<file path="src/rtl/fc_param_streamer.sv">
// Streams a small per-class weight memory out as one VEC_LEN-beat packet with a
// ready/valid handshake. Optional macro FC_PARAM_STREAMER_AUTO_RESTART_EN chains packets back-to-back.

module fc_param_streamer_lane #(
  parameter int I_BW    = 8,
  parameter int BIAS_BW = 16,
  parameter int VEC_LEN = 8,
  parameter int ADDR_BW = $clog2(VEC_LEN)
) (
  input  logic               clk_i,
  input  logic               rst_i,
  input  logic               we,
  input  logic [ADDR_BW-1:0] waddr,
  input  logic [I_BW-1:0]    wdata,
  input  logic [ADDR_BW-1:0] raddr,
  output logic [I_BW-1:0]    rdata,
  input  logic               bias_we,
  input  logic [BIAS_BW-1:0] bias_d,
  output logic [BIAS_BW-1:0] bias_q
);
  logic [I_BW-1:0] mem [VEC_LEN];

  // Weight rows survive reset on purpose, so there is no reset branch here.
  always_ff @(posedge clk_i) begin
    if (we) mem[waddr] <= wdata;
  end

  // Same-edge write bypass lets a row written together with start show on beat 0.
  assign rdata = (we && (waddr == raddr)) ? wdata : mem[raddr];

  always_ff @(posedge clk_i or posedge rst_i) begin
    if (rst_i)        bias_q <= '0;
    else if (bias_we) bias_q <= bias_d;
  end
endmodule

module fc_param_streamer #(
  parameter int I_BW        = 8,
  parameter int BIAS_BW     = I_BW*2,
  parameter int NUM_CLASSES = 3,
  parameter int VEC_LEN     = 8,
  parameter int ADDR_BW     = $clog2(VEC_LEN)
) (
  input  logic                           clk_i,
  input  logic                           rst_i,
  input  logic                           start_i,
  input  logic                           wr_en_i,
  input  logic [ADDR_BW-1:0]             wr_addr_i,
  input  logic [NUM_CLASSES*I_BW-1:0]    wr_data_i,
  input  logic                           bias_wr_en_i,
  input  logic [NUM_CLASSES*BIAS_BW-1:0] bias_data_i,
  output logic [NUM_CLASSES*I_BW-1:0]    data_w_o,
  output logic [NUM_CLASSES*BIAS_BW-1:0] data_b_o,
  output logic                           valid_o,
  output logic                           last_o,
  input  logic                           ready_i,
  output logic                           busy_o,
  output logic                           done_o
);
  localparam logic [0:0]         IDLE     = 1'b0;
  localparam logic [0:0]         STREAM   = 1'b1;
  localparam logic [ADDR_BW-1:0] LAST_IDX = ADDR_BW'(VEC_LEN-1);
  localparam logic [ADDR_BW-1:0] ONE      = ADDR_BW'(1);

  logic [0:0]                    state_q;
  logic [ADDR_BW-1:0]            cnt_q, rd_idx;
  logic [NUM_CLASSES*I_BW-1:0]   rd_row, data_w_q;
  logic                          valid_q, done_q;
  logic                          addr_ok, mem_we, bias_we, xfer, at_last;

  assign addr_ok = 32'(wr_addr_i) < VEC_LEN;
  assign mem_we  = (state_q == IDLE) && wr_en_i && addr_ok;
  assign bias_we = (state_q == IDLE) && bias_wr_en_i;
  assign xfer    = valid_q && ready_i;
  assign at_last = (cnt_q == LAST_IDX);
  // Prefetch address: row 0 when starting or wrapping, else the row after the current beat.
  assign rd_idx  = ((state_q == IDLE) || at_last) ? '0 : cnt_q + ONE;

  for (genvar c = 0; c < NUM_CLASSES; c++) begin : g_lane
    fc_param_streamer_lane #(
      .I_BW(I_BW), .BIAS_BW(BIAS_BW), .VEC_LEN(VEC_LEN), .ADDR_BW(ADDR_BW)
    ) u_lane (
      .clk_i   (clk_i),
      .rst_i   (rst_i),
      .we      (mem_we),
      .waddr   (wr_addr_i),
      .wdata   (wr_data_i[c*I_BW +: I_BW]),
      .raddr   (rd_idx),
      .rdata   (rd_row[c*I_BW +: I_BW]),
      .bias_we (bias_we),
      .bias_d  (bias_data_i[c*BIAS_BW +: BIAS_BW]),
      .bias_q  (data_b_o[c*BIAS_BW +: BIAS_BW])
    );
  end

  always_ff @(posedge clk_i or posedge rst_i) begin
    if (rst_i) begin
      state_q  <= IDLE;
      cnt_q    <= '0;
      valid_q  <= 1'b0;
      done_q   <= 1'b0;
      data_w_q <= '0;
    end else begin
      done_q <= 1'b0;
      case (state_q)
        IDLE: begin
          if (start_i) begin
            state_q  <= STREAM;
            valid_q  <= 1'b1;
            cnt_q    <= '0;
            data_w_q <= rd_row;
          end
        end
        default: begin
          if (xfer) begin
            if (at_last) begin
              done_q <= 1'b1;
              cnt_q  <= '0;
`ifdef FC_PARAM_STREAMER_AUTO_RESTART_EN
              data_w_q <= rd_row;
`else
              state_q <= IDLE;
              valid_q <= 1'b0;
`endif
            end else begin
              cnt_q    <= cnt_q + ONE;
              data_w_q <= rd_row;
            end
          end
        end
      endcase
    end
  end

  assign data_w_o = data_w_q;
  assign valid_o  = valid_q;
  assign last_o   = valid_q && at_last;
  assign busy_o   = (state_q == STREAM);
  assign done_o   = done_q;
endmodule

</file>
<file path="config.mk">
export PLATFORM = sky130hd
export DESIGN_NAME = fc_param_streamer
export DESIGN_NICKNAME = d
export VERILOG_FILES = /design/src/rtl/fc_param_streamer.sv
export SDC_FILE = /design/constraint.sdc
export NUM_CORES = 1
export LEC_CHECK = 0
export CORE_ASPECT_RATIO = 0.9
export CORE_UTILIZATION = 50
export CTS_CLUSTER_DIAMETER = 60
export DETAILED_ROUTE_END_ITERATION = 10
export PLACE_DENSITY = 0.78
export RECOVER_POWER = 25
export SYNTH_ARGS = -nofsm -noshare
export SYNTH_HDL_FRONTEND = slang
export SYNTH_SLANG_ARGS = --single-unit
export TNS_END_PERCENT = 50
</file>
<file path="constraint.sdc">
create_clock -name clk_i -period 3.45 [get_ports clk_i]
set_input_delay 0.69 -clock clk_i [delete_from_list [all_inputs] [get_ports clk_i]]
set_output_delay 0.69 -clock clk_i [all_outputs]
set_load 0.02 [all_outputs]
</file>
==> results of run 1 <==
==> power by group <==
| part | leakage [nW] | switching (W) | internal, W |
|---|---|---|---|
| Combinational | 1.60 | 0.00130 | 0.000968 |
| Clock | 0.400 | 0.00113 | 0.00156 |
| Sequential | 2.70 | 0.000164 | 0.00368 |
| Total | 4.69 | 0.00258 | 0.00621 |
==> kinds of logic (layout without fill, tap and decap cells) <==
logic type | count (synthesis) | count (layout)
DFF | 270 | 270
adders and majority gates | 2 | 2
buffers and inverters | 41 | 231
and+or+nand+nor | 67 | 67
muxes | 97 | 97
AOI/OAI and AO/OA | 153 | 153
other | 0 | 1
==> synthesized netlist by cell type, drive strengths merged <==
cell type | count | share of area, %
dfrtp | 78 | 19
nand3b | 2 | 0.14
a221oi | 5 | 0.42
nor3 | 2 | 0.096
and2 | 2 | 0.12
mux2 | 48 | 5.2
mux2i | 49 | 4.7
and2b | 1 | 0.072
nor2b | 1 | 0.060
a21oi | 46 | 2.2
edfxtp | 192 | 56
inv | 4 | 0.14
a221o | 19 | 1.8
buf | 23 | 1.2
or3b | 1 | 0.11
nand2 | 18 | 0.65
a211oi | 40 | 2.9
clkbuf | 14 | 0.51
nand3 | 3 | 0.14
a2bb2oi | 1 | 0.14
o31ai | 6 | 0.43
a21o | 1 | 0.072
nand2b | 4 | 0.24
or3 | 1 | 0.11
a22oi | 5 | 0.36
o21ai | 11 | 0.57
o2bb2ai | 19 | 1.6
nor2 | 31 | 1.1
ha | 2 | 0.24
nor4b | 1 | 0.23
==> through the flow <==
| step | instance area, um^2 | power [W] | setup WS [ns] |
|---|---|---|---|
| finish | 13100 | 0.00879 | 0.662 |
| floorplan | 10400 | 0.00522 | 0.452 |
| global route | 13100 | 0.00915 | 0.539 |
| global placement | 12300 | 0.00609 | 0.731 |
| detailed placement | 12300 | 0.00616 | 0.655 |
| CTS | 13100 | 0.00887 | 0.631 |
==> worst max-delay path, stage by stage, from the launching register on <==
cell and delay (ns):
dfrtp_1 0.36, ha_1 0.16, ha_1 0.30, and2_1 0.16, clkdlybuf4s50_1 0.60
==> worst paths after layout <==
kind                                                to                        start  slack [ns]  cells after the start
setup / recovery                                last_o                     cnt_q[1]        0.66                      4
hold / removal             g_lane[1].u_lane.bias_q[10]  g_lane[1].u_lane.bias_q[10]        0.50                      1
setup reg to reg                          data_w_o[13]                     cnt_q[0]        0.78                      7
hold reg to reg            g_lane[1].u_lane.bias_q[10]  g_lane[1].u_lane.bias_q[10]        0.50                      1
max in group asynchronous                     cnt_q[0]                        rst_i        1.50                      2
min in group asynchronous                  data_w_o[3]                        rst_i        1.06                      2
==> sequential cells by signal, indices dropped and copies added (netlist names) <==
name and cells:
busy_o 1, cnt_q 3, data_w_o 24, done_o 1
g_lane.u_lane.bias_q 48, g_lane.u_lane.mem 192, valid_o 1
==> layout by cell type (no fill, tap or decap), types with 5 or more instances in the layout <==
cell and count:
a211oi_1 40, buf_4 22, a22oi_1 5, a21oi_1 46, edfxtp_1 192, mux2_2 48, clkbuf_1 12, a221o_1 19
o2bb2ai_1 19, nand2_1 18, dlygate4sd3_1 19, nor2_1 24, o31ai_1 6, o21ai_0 10, mux2i_1 49, a221oi_1 5
clkbuf_16 26, nor2_2 7, dfrtp_1 77, clkdlybuf4s50_1 137
==> final cells by class <==
class                      instances  area, um^2
clock inverter                     6        66.3
tap                              255         319
clock buffer                      42         751
timing repair buffer             179        1750
fill                            1408        7050
sequential                       270        7720
multi-input combinational        319        2500
inverter                           4        16.3
antenna                            1        2.50
==> metal layers <==
metal,vias up,global-route usage (%)
li1,2812,-
met1,3110,28.8
met2,326,36.8
met3,42,5.00
met4,2,7.84
met5,-,0
==> results.sh, run 1 <==
export IMPL_place_hpwl_um=14100
export IMPL_die_area_um2=21400
export IMPL_rsz0062_at_grt="false"
export IMPL_fin_crit_sh_pct=80.8
export IMPL_slew_headroom_pct=-16.9
export IMPL_vias=6292
export IMPL_critPathLaunchType="flip-flop"
export IMPL_die_x_um=154
export IMPL_finalSetupViolCount=0
export IMPL_grt_antenna_before_repair=2
export IMPL_worst_pin_slew_ns=1.74
export IMPL_grt_max_degree=55
export IMPL_grt_util_all_layers_pct=22.1
export IMPL_leakage_nw=4.69
export IMPL_area_growth_pct=26.3
export IMPL_synthSimpleGateAreaFrac_pct=3.12
export IMPL_cp_max_fo=8
export IMPL_met1_length_um=9480
export IMPL_drv_cap=1
export IMPL_syn_area_um2=10400
export IMPL_synth_top_family_by_area="compound AO/OA/AOI/OAI gates"
export IMPL_io_buffers=156
export IMPL_cts_buffer_depth=3
export IMPL_overflow=0
export IMPL_hold_worst_slack_ns=0.504
export IMPL_synth_seq_cells=270
export IMPL_finalHoldViolCount=0
export IMPL_cts_sinks=270
export IMPL_synth_distinct_cells=35
export IMPL_drc=0
export IMPL_core_area_um2=20200
export IMPL_synthesis_instances=630
export IMPL_syn_nets=713
export IMPL_dp_cells=1027
export IMPL_ir_worst_vdd_mv=0.478
export IMPL_drtIter0Drc=605
export IMPL_synthAdderAreaFrac_pct=0.241
export IMPL_max_freq_ghz=0.359
export IMPL_ant_nets=0
export IMPL_ys_warn_count=0
export IMPL_final_core_util_pct=65.1
export IMPL_firstDrtPassIters=5
export IMPL_post_route_min_period_ns=2.79
export IMPL_cts_buffers=26
export IMPL_initial_core_util_pct=51.5
export IMPL_hold_path_class="reg2reg"
export IMPL_grt_pass1_vias=6507
export IMPL_skew_ns=0.0141
export IMPL_via_per_inst=5.85
export IMPL_gp_congestion=0.829
export IMPL_worstPathRequired_ns=2.76
export IMPL_seq_area_frac_synth_pct=74.3
export IMPL_rows=49
export IMPL_fin_nets=883
export IMPL_muxShareOfSynthArea_pct=9.93
export IMPL_clkLatencyLatePin_ns=0.53
export IMPL_finalSetupTns_ns=0
export IMPL_wirelength_um=23400
export IMPL_cts_setup_buffers=0
export IMPL_endpoint_kind="primary output"
export IMPL_num_io_pins=157
export IMPL_crit_arrival_ns=2.10
export IMPL_slew_violations=31
export IMPL_synth_xor_area_share_pct=0
export IMPL_powerDensity_nw_per_um2=670
export IMPL_drive_gt1_share_pct=15.0
export IMPL_avgSynthCellArea_um2=16.5
export IMPL_cts_hold_buf=0
export IMPL_synth_compound_area_share_pct=10.5
export IMPL_grt_pass1_wl_um=36400
export IMPL_instances_no_fill=1076
export IMPL_dieHeight_um=139
export IMPL_cts_tree="done"
export IMPL_wl_met2_um=11300
export IMPL_wl_met3_um=1940
export IMPL_outcome="finished, violations left"
export IMPL_ctsResizeCount=0
export IMPL_root_buffer="clkbuf_16"
export IMPL_h_tree_depth=1
export IMPL_clkTransAtPathRegs_ns=0.06
export IMPL_path_class="reg2out"
export IMPL_violations="max-capacitance violations, max-slew violations"
export IMPL_highest_layer="met5"
export IMPL_drt_wirelength_per_cell_um=21.7
(Power assumes the default switching activity.)
==> run 2, diff against run 1 <==
==> constraint.sdc (replaced) <==
create_clock -name clk_i -period 2.77 [get_ports clk_i]
set_input_delay 0.554 -clock clk_i [delete_from_list [all_inputs] [get_ports clk_i]]
set_output_delay 0.554 -clock clk_i [all_outputs]
set_load 0.02 [all_outputs]
==> run 2 against run 1 <==
Effect of this change:
- the flow still finishes with violations (max-capacitance violations, max-slew violations)
- first-iteration DRC count shrank 20%
- via count is 0.46% lower
- sequential cell count is the same
- die area stayed put
==> results.sh, run 2 (synthesis gave the netlist of run 1 again) <==
export IMPL_outcome="finished, violations left"
export IMPL_violations="max-capacitance violations, max-slew violations"
export IMPL_die_area_um2=21400
export IMPL_hold_depth=1
export IMPL_power_w=0.0113
export IMPL_root_buffer="clkbuf_16"
export IMPL_reg2reg_from="cnt_q[0]"
export IMPL_path_delay_family="buffers and inverters"
export IMPL_gp_congestion=0.809
export IMPL_rsz0062_at_grt="false"
export IMPL_r2r_cells=7
export IMPL_powerDensity_nw_per_um2=849
export IMPL_cts_sinks=270
export IMPL_max_freq_ghz=0.377
export IMPL_worst_pin_slew_ns=1.66
export IMPL_place_ws_ns=0.153
export IMPL_cts_buffer_depth=3
export IMPL_wirelength_um=22900
export IMPL_final_core_util_pct=66.2
export IMPL_hp_start="g_lane[2].u_lane.bias_q[10]"
export IMPL_drtIter0Drc=481
export IMPL_fin_crit_sh_pct=95.7
export IMPL_drive_gt1_share_pct=15.5
export IMPL_vias=6263
export IMPL_rows=49
export IMPL_firstDrtPassIters=5
export IMPL_worstPathRequired_ns=2.22
export IMPL_drt_wirelength_per_cell_um=21.2
export IMPL_fin_nets=887
export IMPL_initial_core_util_pct=51.5
export IMPL_setup_ws_ns=0.119
export IMPL_grt_pass1_vias=6428
export IMPL_h_tree_depth=1
export IMPL_holdPathEnd="g_lane[2].u_lane.bias_q[10]"
export IMPL_ir_worst_vdd_mv=0.602
export IMPL_clkLatencyLatePin_ns=0.54
export IMPL_finalSetupViolCount=0
export IMPL_slowest_delay_ns=0.60
export IMPL_cp_depth=4
export IMPL_place_hpwl_um=14000
export IMPL_finalHoldViolCount=0
export IMPL_overflow=0
export IMPL_via_per_inst=5.79
export IMPL_clkTransAtPathRegs_ns=0.06
export IMPL_final_common_cell="edfxtp_1"
export IMPL_grt_util_all_layers_pct=21.6
export IMPL_path_class="reg2out"
export IMPL_cts_buffers=27
export IMPL_drc=0
export IMPL_grt_antenna_before_repair=3
export IMPL_endpoint_kind="primary output"
export IMPL_slowest_stage="clkdlybuf4s50_1"
export IMPL_drv_cap=1
export IMPL_hold_worst_slack_ns=0.506
export IMPL_cts_setup_buffers=0
export IMPL_area_growth_pct=28.5
export IMPL_core_area_um2=20200
export IMPL_cts_tree="done"
export IMPL_worst_path_buf_inv=1
export IMPL_cts_hold_buf=0
export IMPL_grt_pass1_wl_um=35500
export IMPL_worstPathCellList="ha_1 -> ha_2 -> and2_1 -> clkdlybuf4s50_1"
export IMPL_die_x_um=154
export IMPL_slew_violations=31
export IMPL_hold_path_class="reg2reg"
export IMPL_num_io_pins=157
export IMPL_r2r_slack_ns=0.38
export IMPL_post_route_min_period_ns=2.65
export IMPL_ctsResizeCount=0
export IMPL_io_buffers=156
export IMPL_dieHeight_um=139
export IMPL_timing_rr_end="data_w_o[19]"
export IMPL_leakage_nw=4.77
export IMPL_slew_headroom_pct=-11.0
export IMPL_top_register="g_lane.u_lane.mem"
export IMPL_finalSetupTns_ns=0
export IMPL_cp_max_fo=8
export IMPL_crit_arrival_ns=2.10
export IMPL_largest_reg_flops=192
export IMPL_grt_max_degree=49
export IMPL_ant_nets=0
export IMPL_skew_ns=0.0147
export IMPL_critPathLaunchType="flip-flop"
export IMPL_mostFrequentLayoutCells="edfxtp_1 (192), clkdlybuf4s50_1 (138), dfrtp_1 (77)"
==> run 2: metrics by stage <==
step	std cells	area, um^2
2_1_floorplan	630	10400
3_3_place_gp	1030	12400
3_5_place_dp	1030	12400
4_1_cts	1080	13300
5_1_grt	1081	13300
6_report	1082	13300
==> run 2: final cells by class <==
| class | instances | area, um^2 |
|---|---|---|
| inverters | 4 | 16.3 |
| clock inverters | 15 | 189 |
| repair buffers | 182 | 1870 |
| diodes | 2 | 5.00 |
| multi-input cells | 319 | 2510 |
| well taps | 255 | 319 |
| flip-flops and latches | 270 | 7720 |
| clock buffers | 35 | 716 |
| fillers | 1368 | 6830 |
==> run 2: power breakdown <==
part,internal (W),leakage [nW],switching [W],total [W]
Combinational,0.00128,1.64,0.00162,0.00290
Clock,0.00220,0.436,0.00145,0.00366
Sequential,0.00458,2.70,0.000202,0.00478
==> run 2: metal layers <==
layer  GRT usage, %  vias up  routed length (um)
met5              0        -                  10
met3           5.06       48                1950
met4           7.53        2                 595
li1               -     2823                   -
met2           35.7      333               11000
met1           28.1     3057                9400
==> run 2: worst max-delay path by stage <==
stage | slack (ns) | from | to
final | 0.12 | cnt_q[1] | last_o
after global routing | 0.05 | cnt_q[1] | last_o
after CTS | 0.01 | cnt_q[1] | last_o
after detailed placement | 0.15 | wr_en_i | data_w_o[6]
after global placement | 0.20 | wr_en_i | data_w_o[3]
after floorplan | 0.22 | rst_i | busy_o
==> run 3, diff against run 2 <==
--- a/config.mk
+++ b/config.mk
@@ -14,4 +14,4 @@
 export SYNTH_ARGS = -nofsm -noshare
 export SYNTH_HDL_FRONTEND = slang
 export SYNTH_SLANG_ARGS = --single-unit
-export TNS_END_PERCENT = 50
+export TNS_END_PERCENT = 20
==> results of run 3 <==
Final layout, timing and power as in run 2 (identical DEF).
